[config.mk]
export PLATFORM = sky130hd
export DESIGN_NAME = dac_spi_tx
export DESIGN_NICKNAME = d
export VERILOG_FILES = /design/src/rtl/dac_spi_tx.sv
export SDC_FILE = /design/constraint.sdc
export NUM_CORES = 1
export LEC_CHECK = 0
export ABC_AREA = 1
export CAP_MARGIN = 20
export CORE_MARGIN = 2
export CORE_UTILIZATION = 46
export DETAILED_ROUTE_END_ITERATION = 8
export PLACE_DENSITY = 0.85
export SETUP_SLACK_MARGIN = 0.5
export SYNTH_ARGS = -nofsm -noshare
export SYNTH_HDL_FRONTEND = slang
export SYNTH_SLANG_ARGS = --single-unit
[constraint.sdc]
create_clock -name clk -period 1.3 [get_ports clk]
set_input_delay 0.26 -clock clk [delete_from_list [all_inputs] [get_ports clk]]
set_output_delay 0.26 -clock clk [all_outputs]
set_load 0.01 [all_outputs]
[src/rtl/dac_spi_tx.sv]
// dac_spi_tx: scale-and-saturate an 18-bit 1.3.14 sample to a 12-bit
// offset-binary DAC code and send it as one {CMD, code} SPI frame (mode 0).
// Optional build macro DAC_SAT_COUNT_EN adds o_sat_cnt, a 16-bit saturating
// count of o_sat pulses.
//
// state | meaning
// IDLE  | ready for a sample, bus idle
// XFER  | shifting the frame out, CS_N low
// GAP   | CS_N high recovery time before the next frame
module dac_spi_tx #(
  parameter int         IN_W     = 18,
  parameter int         OUT_W    = 12,
  parameter int         SHIFT    = 5,
  parameter logic [3:0] CMD      = 4'b0011,
  parameter int         SCLK_DIV = 2,
  parameter int         CS_GAP   = 2
) (
  input  logic                   clk,
  input  logic                   rst,
  input  logic signed [IN_W-1:0] i_sample,
  input  logic                   i_valid,
  output logic                   o_ready,
  output logic                   o_sat,
  output logic                   o_cs_n,
  output logic                   o_sclk,
  output logic                   o_mosi
`ifdef DAC_SAT_COUNT_EN
  ,
  output logic [15:0]            o_sat_cnt
`endif
);

  localparam int FRAME_W = 4 + OUT_W;
  localparam int BIT_W   = $clog2(FRAME_W);
  localparam int DIV_W   = (SCLK_DIV > 1) ? $clog2(SCLK_DIV) : 1;
  localparam int GAP_W   = (CS_GAP > 1) ? $clog2(CS_GAP) : 1;

  localparam logic [DIV_W-1:0] DIV_LOAD = DIV_W'(SCLK_DIV - 1);
  localparam logic [GAP_W-1:0] GAP_LOAD = GAP_W'(CS_GAP - 1);
  localparam logic [BIT_W-1:0] BIT_LOAD = BIT_W'(FRAME_W - 1);

  localparam logic signed [IN_W-1:0] SAT_MAX = IN_W'((1 << (OUT_W - 1)) - 1);
  localparam logic signed [IN_W-1:0] SAT_MIN = IN_W'(-(1 << (OUT_W - 1)));

  typedef enum logic [1:0] {IDLE, XFER, GAP} state_t;

  state_t                  state;
  logic [FRAME_W-1:0]      shreg;
  logic [BIT_W-1:0]        bit_idx;
  logic [DIV_W-1:0]        div_cnt;
  logic [GAP_W-1:0]        gap_cnt;

  logic signed [IN_W-1:0]  shifted;
  logic signed [OUT_W-1:0] clipped;
  logic                    sat_next;
  logic [FRAME_W-1:0]      word_next;

  // Scale, clip and convert the incoming sample to the frame word
  always_comb begin
    shifted  = i_sample >>> SHIFT;
    clipped  = shifted[OUT_W-1:0];
    sat_next = 1'b0;
    if (shifted > SAT_MAX) begin
      clipped  = SAT_MAX[OUT_W-1:0];
      sat_next = 1'b1;
    end else if (shifted < SAT_MIN) begin
      clipped  = SAT_MIN[OUT_W-1:0];
      sat_next = 1'b1;
    end
    word_next = {CMD, ~clipped[OUT_W-1], clipped[OUT_W-2:0]};
  end

  // Frame sequencer: accept, shift out MSB first, then hold CS_N high
  always_ff @(posedge clk) begin
    if (rst) begin
      state   <= IDLE;
      shreg   <= '0;
      bit_idx <= '0;
      div_cnt <= '0;
      gap_cnt <= '0;
      o_ready <= 1'b1;
      o_sat   <= 1'b0;
      o_cs_n  <= 1'b1;
      o_sclk  <= 1'b0;
      o_mosi  <= 1'b0;
    end else begin
      o_sat <= 1'b0;
      case (state)
        IDLE: begin
          if (i_valid && o_ready) begin
            state   <= XFER;
            shreg   <= word_next;
            bit_idx <= BIT_LOAD;
            div_cnt <= DIV_LOAD;
            o_ready <= 1'b0;
            o_sat   <= sat_next;
            o_cs_n  <= 1'b0;
            o_sclk  <= 1'b0;
            o_mosi  <= word_next[FRAME_W-1];
          end
        end
        XFER: begin
          if (div_cnt != '0) begin
            div_cnt <= div_cnt - 1'b1;
          end else if (!o_sclk) begin
            o_sclk  <= 1'b1;
            div_cnt <= DIV_LOAD;
          end else if (bit_idx == '0) begin
            state   <= GAP;
            o_sclk  <= 1'b0;
            o_cs_n  <= 1'b1;
            o_mosi  <= 1'b0;
            gap_cnt <= GAP_LOAD;
          end else begin
            // next bit is presented together with the falling SCLK edge
            bit_idx <= bit_idx - 1'b1;
            shreg   <= shreg << 1;
            o_mosi  <= shreg[FRAME_W-2];
            o_sclk  <= 1'b0;
            div_cnt <= DIV_LOAD;
          end
        end
        GAP: begin
          if (gap_cnt != '0) begin
            gap_cnt <= gap_cnt - 1'b1;
          end else begin
            state   <= IDLE;
            o_ready <= 1'b1;
          end
        end
        default: state <= IDLE;
      endcase
    end
  end

`ifdef DAC_SAT_COUNT_EN
  // Saturating count of clipped samples
  always_ff @(posedge clk) begin
    if (rst) begin
      o_sat_cnt <= '0;
    end else if (o_sat && (o_sat_cnt != 16'hFFFF)) begin
      o_sat_cnt <= o_sat_cnt + 1'b1;
    end
  end
`endif

endmodule

==> results.toml <==
[global_route]
overflow = 0
track_usage_pct = 19.9
antenna_found_initial = 0
grt_max_degree = 16
grt_first_pass_wirelength_um = 5320
grt_pass1_vias = 1288

[finish]
postLayoutCoreUtil_pct = 67.2
drive_above_1_share_pct = 32.5
nFillCells = 246
diodes = 0
layout.nets = 269
areaGrowthSynthToFinish_pct = 42.5
fin_area_um2 = 2000

[floorplan]
initial_core_util_pct = 47.2
placementRows = 20
ios = 26
die_h_um = 59.3
die_w_um = 59.3
core_um2 = 2980
die-area_um2 = 3510

[timing]
fin_ws_ns = 0.00670
rsz0062_at_grt = "yes"
finalSetupViolCount = 0
worstMarginPinSlew_ns = 0.370
slew_headroom_pct = 75.3
finalClockSkew_ns = 0.00526
finalCriticalPeriod_ns = 1.29
report.final.slew_viol_count = 0
max_clock_freq_mhz = 773
setup-tns-final_ns = 0
finalHoldViolations = 0
fin_crit_sh_pct = 99.5

[drt]
routed_wl_um = 3220
wl_per_cell_um = 11.6
wl_met2_um = 1560
vias = 1388
highest_layer = "met4"
first_pass_iters = 4
drc = 0
drtIter0Drc = 64
drt-met1-wl_um = 1550
wl_met3_um = 55
drt.antenna.violating_nets = 0
avgViaCountPerCell = 4.97

[worst_setup_path]
critical_path.endpoint_type = "register"
cp.arrival_ns = 1.54
critical_path_class = "reg2reg"
ff2ff_path_depth = 8
critPathMaxFanout = 10
required_ns = 1.55
r2r-start = "state[0]$_SDFFE_PP0P_"
cp-start-kind = "register"
r2r_setup_slack_ns = 0.007
r2r_end = "shreg[10]$_SDFFE_PP0P_"

[clock_tree]
cts_buffers = 3
clkLatencyLatePin_ns = 0.33
clock-sinks = 28
cts_tree = "built"
path_clk_slew_ns = 0.15
cts.htree.levels = 1
ctsHoldBuffers = 0
cts_max_path_buffers = 2
cts-root-buf = "clkbuf_4"

[placed_design]
dp_slack_ns = -0.320
hpwlAfterDp_um = 2270
gp_congestion = 0.804
place_area_um2 = 1840
port_buffers = 20

[status]
status = "completed"

[yosys]
synth-seq-cells = 28
synth_top_cell_area_share_pct = 39.9
synth-edff-count = 0
ys.flop_type = "dfxtp_1"
synthTopCellsByCount = "nand2_1, nor2_1, dfxtp_1"
synth.largest_area_cell = "dfxtp_1"
ys_types = 23
syn_area_um2 = 1410
syn_nets = 230
synthTopCellsByArea = "dfxtp_1, nand2_1, nor2_1"
postSynth.asyncResetShare_pct = 0
seq_area_frac_synth_pct = 39.9
syn_inst = 208
yosysWarnings = 0
avgSynthCellArea_um2 = 6.76
synth.most_common_cell = "nand2_1"

[pwr]
powerDensity_nw_per_um2 = 1350
peakVddDrop_mv = 0.665
total_leakage_power_nw = 0.903
power_w = 0.00270

[worst_hold_path]
whs_path_depth = 1
hold_start = "gap_cnt$_SDFFE_PP0P_"
min_path_type = "reg2reg"
hold_end = "o_ready$_SDFFE_PP1P_"

[flow_run]
cap_violations = 0
## cell families (layout without fill, tap and decap cells)
| family | Yosys count | count (layout) | synth area share, % |
|---|---|---|---|
| flip-flops | 28 | 28 | 39.9 |
| buffers and inverters | 28 | 66 | 9.08 |
| AO/OA/AOI/OAI | 34 | 34 | 12.6 |
| AND/OR/NAND/NOR | 117 | 117 | 37.5 |
| adder cells (fa/ha/maj) | 1 | 1 | 0.890 |
## sequential cells by signal (all words and copies together) (netlist names)
name / cells
o_sclk: 1
shreg: 15
o_ready: 1
gap_cnt: 1
o_sat: 1
div_cnt: 1
o_cs_n: 1
state: 2
bit_idx: 4
o_mosi: 1
## cell type report
type	instances	area, um^2	area share, %
well taps	33	41.3	2.06
multi-input cells	152	841	42.0
repair buffers	43	432	21.6
inverters	19	76.3	3.81
flip-flops and latches	28	576	28.7
clock buffers	4	36.3	1.81
## critical path, cell delays in order (launching register included)
cell and delay (ns):
dfxtp_4 0.43, inv_4 0.05, nor2_4 0.11, inv_4 0.08, buf_6 0.14, o21ai_0 0.23
nand2_2 0.07, nand2_1 0.07, nor2_1 0.04
## power by group
part | internal, W | switching (W) | total, W
Combinational | 0.000552 | 0.000598 | 0.00115
Clock | 0.000172 | 0.000261 | 0.000432
Sequential | 0.00101 | 0.000101 | 0.00112
## layer usage
metal / GRT usage [%] / vias to the layer above
met5: 0 / -
met4: 9.74 / 0
met3: 2.84 / 6
met2: 33.1 / 17
met1: 25.0 / 628
li1: - / 737
## cell usage in the layout (no fill, tap or decap), types with 7 or more instances in the layout
cell type        count
nand2_2              9
buf_4               18
inv_1               13
dfxtp_1             20
nor2_1              31
nand3_1             18
o21ai_1              7
o21ai_0             12
nand2_1             43
clkdlybuf4s50_1     15
## repair_timing
action                     4_1_cts  5_1_grt
gates resized for setup         35       23
setup buffers                    1        1
cloned                           0        1
setup endpoints to repair       33       33
pin swaps                        4        1
## per-stage QoR
| stage | std cells | hold WS (ns) |
|---|---|---|
| 2_1_floorplan | 208 | 0.415 |
| 3_3_place_gp | 272 | 0.423 |
| 3_5_place_dp | 272 | 0.436 |
| 4_1_cts | 277 | 0.456 |
| 5_1_grt | 279 | 0.488 |
| 6_report | 279 | 0.453 |
## how the worst max path moves through the flow
stage / startpoint / endpoint / slack (ns)
finish: state[0]$_SDFFE_PP0P_ / shreg[10]$_SDFFE_PP0P_ / 0.007
global route: state[1]$_SDFFE_PP0P_ / shreg[12]$_SDFFE_PP0P_ / -0.07
CTS: bit_idx[0]$_SDFFE_PP0P_ / shreg[12]$_SDFFE_PP0P_ / 0.03
detailed placement: i_valid / shreg[12]$_SDFFE_PP0P_ / -0.32
global placement: i_valid / shreg[2]$_SDFFE_PP0P_ / -0.29
floorplan: bit_idx[0]$_SDFFE_PP0P_ / bit_idx[1]$_SDFFE_PP0P_ / 0.09
Note: power is estimated with default switching activity, not from simulation.
==> edit, RTL diff (config.mk and constraints unchanged) <==
Encoding of `state_t`: now one-hot (3 bits for 3 states).
--- a/src/rtl/dac_spi_tx.sv
+++ b/src/rtl/dac_spi_tx.sv
@@ -42,7 +42,7 @@
   localparam logic signed [IN_W-1:0] SAT_MAX = IN_W'((1 << (OUT_W - 1)) - 1);
   localparam logic signed [IN_W-1:0] SAT_MIN = IN_W'(-(1 << (OUT_W - 1)));
 
-  typedef enum logic [1:0] {IDLE, XFER, GAP} state_t;
+  typedef enum logic [2:0] {IDLE = 3'b001, XFER = 3'b010, GAP = 3'b100} state_t;
 
   state_t                  state;
   logic [FRAME_W-1:0]      shreg;
Check against the original RTL: no difference found for any inputs over 10 cycles, from zero or initial values and one cycle with rst high; not proved beyond that.
==> edit against the unedited design <==
- the flow now finishes with violations (negative setup slack)
- setup slack got worse by 0.11 ns
- combinational power rose by 37%
- design area increased by 20%
- cell count up 22%
- synthesized cell count increased by 15%
- total power grew 24%
- die area rose by 9.9%
- synthesized area is 11% higher
- routed wire length is 54% higher
- sequential cell count is 1 higher
==> edit: results (changes against the unedited design) <==
================================================================================
Hold_ws                                                                0.4766 ns   +0.02401 ns
Worst vdd ir                                                         0.0009179 V   +38%
Last weighted congestion value of the routability-driven placer           0.8222   +2.3%
Number of nets in the finished design                                        317   +18%
Gate family responsible for the most delay along the worst path     simple AND/OR/NAND/NOR gates
GRT Total Usage                                                           23.67%   +3.8 points
Number of antenna violations at the first check in global routing              0   unchanged
Total number of vias                                                        1756   +27%
Violated checks                                                     negative setup slack
Register area share after synthesis                                       37.33%   -2.6 points
Tightest Hold Check Type                                            flop to flop
Leakage power                                                           1.119 nW   +24%
Share of layout cells above drive strength 1                              39.66%   +7.1 points
Asr flop ratio synth                                                          0%   unchanged
Worst slew margin                                                         84.41%   +9.1 points
Largest regs                                                        shreg x15, bit_idx x4, state x3
Wire length of the first global-routing pass                             7231 µm   +36%
Run status                                                          finished, violations left
Final setup violation count                                                   21   +21
Number of buffers on the longest clock path                                    2   unchanged
Arrival time at the worst endpoint                                       1.67 ns   +0.13 ns
Maximum fanout encountered on the critical timing path                        13   +3
Post-detailed-placement half-perimeter wirelength                        2668 µm   +18%
Critical Path Source                                                    state[2]
Worst setup skew after layout                                        0.009864 ns   +0.004607 ns
Synthesized Nets                                                             262   +14%
CP endpoint                                                           bit_idx[2]
Clock buffers created by TritonCTS                                             5   +2
Final setup slack of the worst path                                  -0.09923 ns   -0.1059 ns
Number of levels the H-tree was split into                                     2   +1
Clock transition at path regs                                            0.09 ns   -0.06 ns
Buffer cell driving the clock tree root                             sky130_fd_sc_hd__clkbuf_4
Crit path largest cell delay                                             0.37 ns   -0.06 ns
Total negative slack                                                  -0.8202 ns   -0.8202 ns
Antenna Cells                                                                  0   unchanged
Distinct cell type count of the synthesized netlist                           22   -4.3%
Biggest area contributors in the synthesized netlist                sky130_fd_sc_hd__dfxtp_1, sky130_fd_sc_hd__nand2_1, sky130_fd_sc_hd__nand3_1
Initial DRC count                                                            134   +110%
Most used standard cells in the synthesized netlist                 sky130_fd_sc_hd__nand2_1, sky130_fd_sc_hd__nor2_1, sky130_fd_sc_hd__nand3_1
Via count of the first global-routing pass                                  1643   +28%
Cell at the slowest stage of the critical path                      sky130_fd_sc_hd__dfxtp_2
Routed wire per std cell                                                14.52 µm   +26%
Pin count of the biggest net entering global routing                          17   +1
================================================================================
## edit: metal layers
layer | vias to the layer above | part of all wire [%] | track usage (%) | wire length (µm)
li1 | 864 | - | - | -
met1 | 821 | 38 | 25.97 | 1888
met2 | 55 | 53 | 43.75 | 2603
met3 | 16 | 5.2 | 4.891 | 259
met4 | 0 | 4.1 | 10.56 | 201
met5 | - | 0 | 0 | 0
## edit: where the power goes
part,total (mW),switching [mW],internal [mW]
sequential,1.20,0.123,1.07
clock,0.563,0.308,0.255
combinational,1.58,0.846,0.739
total,3.34,1.28,2.07
## edit: final cells by class
cell class / instances / area, µm²
tap: 46 / 57.56
timing repair buffer: 58 / 580.6
fill: 223 / 874.6
inverter: 26 / 105.1
clock buffer: 7 / 55.05
multi-input combinational: 175 / 1018
sequential: 29 / 593.1
## edit: cells by family (layout without fill, tap and decap cells)
kind of cell               after synthesis  count (layout)  synth area share (%)
and+or+nand+nor                        158             158                 46.18
buffers and inverters                   36              91                 10.22
AOI/OAI and AO/OA                       16              16                 5.471
DFF                                     29              29                 37.33
adders and majority gates                1               1                0.8044
## edit: tightest hold or removal path: cells and delay by family (launching register included)
kind | cells | cell delay [ns]
compound gates | 1 | 0.07
buf+inv | 1 | 0.07
flops | 1 | 0.31
## edit: repair_timing
| action | 4_1_cts | 5_1_grt |
|---|---|---|
| gates cloned | 0 | 1 |
| setup buffers | 8 | 4 |
| hold endpoints to repair | 0 | 0 |
| endpoints found under the setup margin | 34 | 34 |
| pin swaps | 3 | 8 |
| resized for setup | 48 | 24 |
## edit: per-stage QoR
step	instance area (µm²)	worst slack, ns	std cells	total power, mW
global placement	2081	-0.2489	321	2.334
global route	2410	-0.1346	341	3.551
detailed placement	2081	-0.2908	321	2.387
floorplan	1669	0.07211	240	1.981
finish	2410	-0.09923	341	3.344
CTS	2277	-0.02157	336	3.086
## edit: worst min path at each step
stage                   start        to  depth (start not counted)
finish              shreg[14]    o_mosi                          2
global route        shreg[14]    o_mosi                          2
CTS                 shreg[14]    o_mosi                          2
detailed placement     o_cs_n    o_cs_n                          2
global placement       o_cs_n    o_cs_n                          2
floorplan            shreg[0]  shreg[0]                          2
